==> src/rtl/regfile_sb.sv <==
// regfile_sb: 2-read / 1-write integer register file with a per-register
// scoreboard (busy bits) for a pipelined RISC-V core.
//   - Decode reads operands and busy flags combinationally.
//   - Issue marks the destination register pending.
//   - Writeback writes data and clears the pending flag.
//   - x0 is hard-wired to zero and is never busy.
// Optional feature macro: REGFILE_BYPASS_EN. When it is defined, a writeback
// is forwarded to a read port that addresses the same register in the same
// cycle.
module regfile_sb #(
    parameter int XLEN = 32,
    parameter int AW   = 5
) (
    input  logic            clk,
    input  logic            rst,
    input  logic            writeEn,
    input  logic [AW-1:0]   addr,
    input  logic [XLEN-1:0] data_in,
    input  logic [AW-1:0]   readAddr1,
    input  logic [AW-1:0]   readAddr2,
    output logic [XLEN-1:0] data_out1,
    output logic [XLEN-1:0] data_out2,
    output logic            busy1,
    output logic            busy2,
    input  logic            issueEn,
    input  logic [AW-1:0]   issueAddr,
    input  logic            flush,
    output logic [AW:0]     nbusy
);

    localparam int NREGS = 1 << AW;

    logic [XLEN-1:0]  regs_q [NREGS];
    logic [NREGS-1:0] busy_q;
    logic [NREGS-1:0] busy_d;
    logic [AW:0]      nbusy_q;
    logic [AW:0]      nbusy_d;

    // Next busy vector: flush beats issue, and issue beats writeback. The
    // order matters because a new producer takes ownership of the register.
    always_comb begin
        // NOTE: every combinational output is given a default first, so no
        // path can leave it unassigned and infer a latch.
        busy_d = '0;
        for (int i = 1; i < NREGS; i++) begin
            if (flush)
                busy_d[i] = 1'b0;
            else if (issueEn && (issueAddr == AW'(i)))
                busy_d[i] = 1'b1;
            else if (writeEn && (addr == AW'(i)))
                busy_d[i] = 1'b0;
            else
                busy_d[i] = busy_q[i];
        end
    end

    // Popcount of the next busy vector. nbusy then moves on the same edge as
    // the busy bits themselves.
    always_comb begin
        nbusy_d = '0;
        for (int i = 0; i < NREGS; i++)
            nbusy_d = nbusy_d + (AW+1)'(busy_d[i]);
    end

    // Scoreboard state and busy count.
    always_ff @(posedge clk or posedge rst) begin
        // NOTE: sequential state uses non-blocking assignments, so every
        // flop samples its pre-edge value regardless of statement order.
        if (rst) begin
            busy_q  <= '0;
            nbusy_q <= '0;
        end else begin
            busy_q  <= busy_d;
            nbusy_q <= nbusy_d;
        end
    end

    // Register array. A write to x0 is dropped, so that entry stays zero.
    always_ff @(posedge clk or posedge rst) begin
        // NOTE: the array is reset explicitly because every register must
        // read zero immediately after reset. This rules out a RAM macro, but
        // a 32-entry integer file is built from flops anyway.
        if (rst) begin
            for (int i = 0; i < NREGS; i++)
                regs_q[i] <= '0;
        end else if (writeEn && (addr != '0)) begin
            regs_q[addr] <= data_in;
        end
    end

`ifdef REGFILE_BYPASS_EN
    logic fwd1;
    logic fwd2;

    // Forwarding read ports. A same-cycle writeback to the read address is
    // visible at once, and its busy flag reads clear unless a new producer
    // is issued to that register in the same cycle.
    always_comb begin
        fwd1 = writeEn && (addr != '0) && (addr == readAddr1);
        fwd2 = writeEn && (addr != '0) && (addr == readAddr2);

        if (readAddr1 == '0)
            data_out1 = '0;
        else if (fwd1)
            data_out1 = data_in;
        else
            data_out1 = regs_q[readAddr1];

        if (readAddr2 == '0)
            data_out2 = '0;
        else if (fwd2)
            data_out2 = data_in;
        else
            data_out2 = regs_q[readAddr2];

        busy1 = fwd1 ? (issueEn && (issueAddr == readAddr1)) : busy_q[readAddr1];
        busy2 = fwd2 ? (issueEn && (issueAddr == readAddr2)) : busy_q[readAddr2];
    end
`else
    // Plain read ports. They show the stored value and the stored busy bit,
    // so a writeback only becomes visible after the next edge.
    always_comb begin
        data_out1 = (readAddr1 == '0) ? '0 : regs_q[readAddr1];
        data_out2 = (readAddr2 == '0) ? '0 : regs_q[readAddr2];
        busy1     = busy_q[readAddr1];
        busy2     = busy_q[readAddr2];
    end
`endif

    assign nbusy = nbusy_q;

endmodule

==> config.mk <==
export PLATFORM = sky130hd
export DESIGN_NAME = regfile_sb
export DESIGN_NICKNAME = d
export VERILOG_FILES = /design/src/rtl/regfile_sb.sv
export SDC_FILE = /design/constraint.sdc
export NUM_CORES = 2
export LEC_CHECK = 0
export CORE_ASPECT_RATIO = 0.5
export CORE_MARGIN = 2
export CORE_UTILIZATION = 45
export DETAILED_ROUTE_END_ITERATION = 10
export DONT_BUFFER_PORTS = 1
export PLACE_DENSITY = 0.66
export SLEW_MARGIN = 20
export SYNTH_ARGS = -nofsm -noshare
export SYNTH_HDL_FRONTEND = slang
export SYNTH_SLANG_ARGS = --single-unit
==> constraint.sdc <==
create_clock -name clk -period 44.1 [get_ports clk]
set_clock_uncertainty 0.2 [all_clocks]
set_input_delay 8.82 -clock clk [delete_from_list [all_inputs] [get_ports clk]]
set_output_delay 8.82 -clock clk [all_outputs]
set_load 0.03 [all_outputs]
==> impl_results.html <==
<table>
<tr><th>Metric</th><th>Value</th></tr>
<tr><th colspan="2">Critical path</th></tr>
<tr><td>Depth of the critical timing path with buffers and inverters included</td><td>5</td></tr>
<tr><td>Worst Path Class, Setup</td><td>in2out</td></tr>
<tr><td>Slowest stage cell on the critical path</td><td>sky130_fd_sc_hd__a311oi_2</td></tr>
<tr><td>Cell breakdown of the critical path</td><td>inv_4 &gt; buf_4 &gt; nor2_2 &gt; a22oi_1 &gt; a311oi_2</td></tr>
<tr><td>Critical path's largest stage delay</td><td>about 0.9 ns</td></tr>
<tr><td>Cell count of the worst reg-to-reg path</td><td>18</td></tr>
<tr><td>Kind of capture point of the worst setup path</td><td>primary output</td></tr>
<tr><td>Largest fanout on the critical path</td><td>approximately 80</td></tr>
<tr><td>Data arrival, critical path</td><td>~12 ns</td></tr>
<tr><td>CP delay by family, top</td><td>compound AO/OA/AOI/OAI gates</td></tr>
<tr><td>Worst endpoint required time</td><td>between 30 and 40 ns</td></tr>
<tr><td>Buffers plus inverters on the worst setup path</td><td>2</td></tr>
<tr><td>Critical Path Source Type</td><td>input pin</td></tr>
<tr><th colspan="2">Logic synthesis</th></tr>
<tr><td>Area of the mapped netlist</td><td>roughly 57000 µm²</td></tr>
<tr><td>Number of warnings printed during yosys synthesis</td><td>0</td></tr>
<tr><td>Fraction of registers with async set or reset after synthesis</td><td>100.0%</td></tr>
<tr><td>Sequential area share after synthesis</td><td>46.50%</td></tr>
<tr><td>Number of distinct library cells after synthesis</td><td>43</td></tr>
<tr><td>Post-Synthesis Net Count</td><td>just under 4000</td></tr>
<tr><td>Number of instances in the synthesized netlist</td><td>between 3000 and 4000</td></tr>
<tr><td>Biggest area contributors in the synthesized netlist</td><td>sky130_fd_sc_hd__dfrtp_1 (47%), sky130_fd_sc_hd__mux4_2 (18%), sky130_fd_sc_hd__mux2_2 (16%), sky130_fd_sc_hd__mux2_1 (4.8%), sky130_fd_sc_hd__mux2i_1 (2.3%)</td></tr>
<tr><td>Fraction of synthesized cell area taken by the top area cell type</td><td>a little under half</td></tr>
<tr><td>Commonest register cell after synthesis</td><td>sky130_fd_sc_hd__dfrtp_1</td></tr>
<tr><td>Yosys reg bits</td><td>about 1100</td></tr>
<tr><td>Number of enable-type register cells in the synthesized netlist</td><td>0</td></tr>
<tr><td>Post-synthesis area per instance</td><td>14.69 µm²</td></tr>
<tr><td>Cell taking the most area after synthesis</td><td>sky130_fd_sc_hd__dfrtp_1</td></tr>
<tr><th colspan="2">CTS</th></tr>
<tr><td>Total clock sinks</td><td>between 1000 and 1500</td></tr>
<tr><td>Total of cells resized after clock tree synthesis</td><td>0</td></tr>
<tr><td>Setup Fix Bufs, Post-CTS</td><td>0</td></tr>
<tr><td>Clock latency reported for the late side of the worst-skew pair</td><td>~0.70 ns</td></tr>
<tr><td>Clock edge transition at the registers on the reported setup and hold paths</td><td>0.06 ns</td></tr>
<tr><td>Root Driver</td><td>sky130_fd_sc_hd__clkbuf_16</td></tr>
<tr><td>H-tree level count</td><td>3</td></tr>
<tr><td>Max Buffers Root-to-Sink</td><td>3</td></tr>
<tr><td>Post-CTS Hold Buffers</td><td>0</td></tr>
<tr><td>Cts bufs inserted</td><td>around 100</td></tr>
<tr><td>Clock tree from TritonCTS</td><td>built</td></tr>
<tr><th colspan="2">STA</th></tr>
<tr><td>Fin. max-slew vios</td><td>0</td></tr>
<tr><td>Number of failing hold endpoints at the final stage</td><td>0</td></tr>
<tr><td>Setup TNS</td><td>0 ns</td></tr>
<tr><td>Worst Tran Pin Value</td><td>1.043 ns</td></tr>
<tr><td>Relative slew margins</td><td>between 20% and 30%</td></tr>
<tr><td>Share of the clock period used by the worst path</td><td>between 40% and 50%</td></tr>
<tr><td>Count of final setup violators</td><td>0</td></tr>
<tr><td>Final min period</td><td>20.81 ns</td></tr>
<tr><td>Maximum achievable frequency</td><td>48.05 MHz</td></tr>
<tr><td>Unrepaired setup endpoints after global routing</td><td>no</td></tr>
<tr><th colspan="2">Power and ir drop</th></tr>
<tr><td>Sw Share</td><td>a little over a quarter</td></tr>
<tr><td>P_sw</td><td>0.7244 mW</td></tr>
<tr><td>Reg power frac</td><td>about 47%</td></tr>
<tr><td>Internal</td><td>roughly 2.0 mW</td></tr>
<tr><td>Clk pwr share</td><td>~35%</td></tr>
<tr><td>PwrDens</td><td>around 44 nW/µm²</td></tr>
<tr><td>Proportion of power drawn by combinational gates</td><td>between 10% and 20%</td></tr>
<tr><td>Worst vdd rail ir drop</td><td>0.00003084 V</td></tr>
<tr><td>Leakage</td><td>26.45 nW</td></tr>
<tr><th colspan="2">Routing</th></tr>
<tr><td>Vias/cell</td><td>~6.7</td></tr>
<tr><td>Post-route DRC violation count</td><td>0</td></tr>
<tr><td>Initial DRC Count</td><td>around 4000</td></tr>
<tr><td>Avg WL per Cell</td><td>between 30 and 40 µm</td></tr>
<tr><td>Pre-antenna DRT Iters</td><td>5</td></tr>
<tr><td>Via count</td><td>36420</td></tr>
<tr><td>Residual antenna-violating net count after detailed routing</td><td>0</td></tr>
<tr><td>Routed wire length</td><td>between 150000 and 200000 µm</td></tr>
<tr><th colspan="2">Hold path</th></tr>
<tr><td>Class of the tightest hold or removal check</td><td>reg2reg</td></tr>
<tr><td>Hold depth</td><td>0</td></tr>
<tr><th colspan="2">Global route</th></tr>
<tr><td>Total grt overflow</td><td>0</td></tr>
<tr><td>Pin count of the biggest net entering global routing</td><td>around 300</td></tr>
<tr><td>Wire length of the first global-routing pass</td><td>between 200000 and 300000 µm</td></tr>
<tr><td>Initial antenna violation count</td><td>3</td></tr>
<tr><td>Global-route usage over all layers</td><td>26.92%</td></tr>
<tr><td>Number of global-route vias before repair</td><td>around 38000</td></tr>
<tr><th colspan="2">Floorplan</th></tr>
<tr><td>Full die area</td><td>129900 µm²</td></tr>
<tr><td>Top Ports</td><td>roughly 130</td></tr>
<tr><td>Vertical extent of the die</td><td>255.9 µm</td></tr>
<tr><td>Core area</td><td>~130000 µm²</td></tr>
<tr><td>Row count</td><td>around 90</td></tr>
<tr><td>DIE WIDTH</td><td>507.7 µm</td></tr>
<tr><td>Starting Density</td><td>45.34%</td></tr>
<tr><th colspan="2">Layout</th></tr>
<tr><td>Final design utilization</td><td>between 40 and 50%</td></tr>
<tr><td>Number of nets in the final layout</td><td>3711</td></tr>
<tr><td>Area growth from synthesis to layout</td><td>8.557%</td></tr>
<tr><td>Fraction of final layout cells sized beyond drive strength 1</td><td>a little over two fifths</td></tr>
<tr><th colspan="2">Placed design</th></tr>
<tr><td>Post-DP HPWL</td><td>around 92000 µm</td></tr>
<tr><td>Weighted congestion at the end of routability-driven global placement</td><td>approximately 0.82</td></tr>
<tr><td>PortBufs</td><td>0</td></tr>
<tr><th colspan="2">Job</th></tr>
<tr><td>Max-cap viol count</td><td>0</td></tr>
<tr><th colspan="2">Status</th></tr>
<tr><td>Run status</td><td>complete, no violations</td></tr>
</table>
-- worst register-to-register path, delay by kind of cell, from the launching register on --
kind / cells / cell delay, ns
flops: 1 / 0.41
compound gates: 2 / 0.36
fa+ha+maj: 8 / 3.55
buf+inv: 4 / 0.25
xor+xnor: 1 / 0.14
simple gates: 3 / 0.28
-- Yosys cell counts (all sizes together), types with 2 or more instances --
| library cell | number |
|---|---|
| or2 | 3 |
| o2bb2ai | 2 |
| nor2b | 73 |
| a21o | 17 |
| mux2 | 1058 |
| nand3b | 2 |
| ha | 7 |
| a221oi | 39 |
| a21oi | 20 |
| inv | 30 |
| or4 | 2 |
| o2111ai | 25 |
| nor3 | 11 |
| nand2b | 18 |
| nor2 | 30 |
| a311oi | 64 |
| and3 | 4 |
| a22oi | 76 |
| buf | 208 |
| fa | 23 |
| a211oi | 64 |
| o21ai | 107 |
| mux2i | 130 |
| nor3b | 4 |
| and3b | 2 |
| clkbuf | 236 |
| nand3 | 2 |
| and2 | 3 |
| dfrtp | 1061 |
| mux4 | 466 |
| nand2 | 94 |
-- through the flow --
step	setup slack (ns)	std cells	hold WS (ns)	area, µm²	power, mW
floorplan	5.214	3888	0.2413	57100	1.698
global placement	23.44	5211	0.1763	58360	1.772
detailed placement	23.40	5211	0.1833	58360	1.800
CTS	23.41	5401	0.1971	61930	2.742
global route	23.30	5402	0.2120	61970	2.843
finish	23.29	5405	0.1957	61980	2.739
-- state kept, by name (all words and copies together), names as in the netlist --
register,flops
busy_q,31
nbusy,6
regs_q,1024
-- power groups by stage --
| stage | Combinational (mW) | Sequential (mW) | Clock, mW |
|---|---|---|---|
| floorplan | 0.442 | 1.26 | 0 |
| finish | 0.508 | 1.28 | 0.947 |
| CTS | 0.508 | 1.28 | 0.958 |
| detailed placement | 0.506 | 1.29 | 0 |
| global route | 0.540 | 1.30 | 1.00 |
| global placement | 0.495 | 1.28 | 0 |
-- path summary, 6_finish.rpt --
| kind | slack [ns] | to | startpoint |
|---|---|---|---|
| max | 23.29 | data_out2[1] | readAddr2[0] |
| min | 0.20 | regs_q[994] | regs_q[994] |
| max reg2reg | 38.83 | nbusy[4] | busy_q[8] |
| min reg2reg | 0.20 | regs_q[994] | regs_q[994] |
| max in group asynchronous | 31.88 | regs_q[1012] | rst |
| min in group asynchronous | 7.93 | nbusy[2] | rst |
-- cell usage in the layout, fill, tap and decap left out, types with 4 or more instances in the layout --
master                      instances
sky130_fd_sc_hd__dfrtp_1         1061
sky130_fd_sc_hd__mux2_2           814
sky130_fd_sc_hd__mux4_2           466
sky130_fd_sc_hd__mux2_1           244
sky130_fd_sc_hd__mux2i_1          130
sky130_fd_sc_hd__o21ai_0          107
sky130_fd_sc_hd__clkbuf_16        106
sky130_fd_sc_hd__nand2_1           78
sky130_fd_sc_hd__a22oi_1           76
sky130_fd_sc_hd__buf_4             70
sky130_fd_sc_hd__nor2b_1           69
sky130_fd_sc_hd__a211oi_1          64
sky130_fd_sc_hd__a221oi_1          39
sky130_fd_sc_hd__a311oi_2          36
sky130_fd_sc_hd__a311oi_1          28
sky130_fd_sc_hd__inv_1             27
sky130_fd_sc_hd__o2111ai_1         25
sky130_fd_sc_hd__clkbuf_8          25
sky130_fd_sc_hd__clkbuf_1          24
sky130_fd_sc_hd__fa_1              23
sky130_fd_sc_hd__nor2_1            22
sky130_fd_sc_hd__a21oi_1           20
sky130_fd_sc_hd__a21o_1            17
sky130_fd_sc_hd__nand2b_1          16
sky130_fd_sc_hd__clkinv_2          16
sky130_fd_sc_hd__nand2_4           12
sky130_fd_sc_hd__bufinv_16         11
sky130_fd_sc_hd__nor3_2             9
sky130_fd_sc_hd__ha_1               7
sky130_fd_sc_hd__nor2_4             5
sky130_fd_sc_hd__nand2_2            4
sky130_fd_sc_hd__nor2b_4            4
-- logic make-up after synthesis --
logic type / synth area share [%]
compound gates: 5.198
xor+xnor: 0.03069
fa+ha+maj: 0.9598
buf+inv: 3.548
flops: 46.50
mux: 41.53
simple gates: 2.235
-- per-layer routing --
layer / global-route usage [%] / share of wire (%)
met1: 38.28 / 42
met2: 41.35 / 46
met5: 0 / 0
met3: 5.585 / 8.3
met4: 8.988 / 3.7
-- layout make-up --
class | count | area [µm²]
Fill cell | 10510 | 63950
Multi-Input combinational cell | 2353 | 28980
Sequential cell | 1061 | 26550
Clock buffer | 155 | 3087
Tap cell | 1692 | 2117
Timing Repair Buffer | 76 | 626.9
Clock inverter | 35 | 486.7
Inverter | 30 | 125.1
Antenna cell | 3 | 7.507
(Power assumes the default switching activity.)
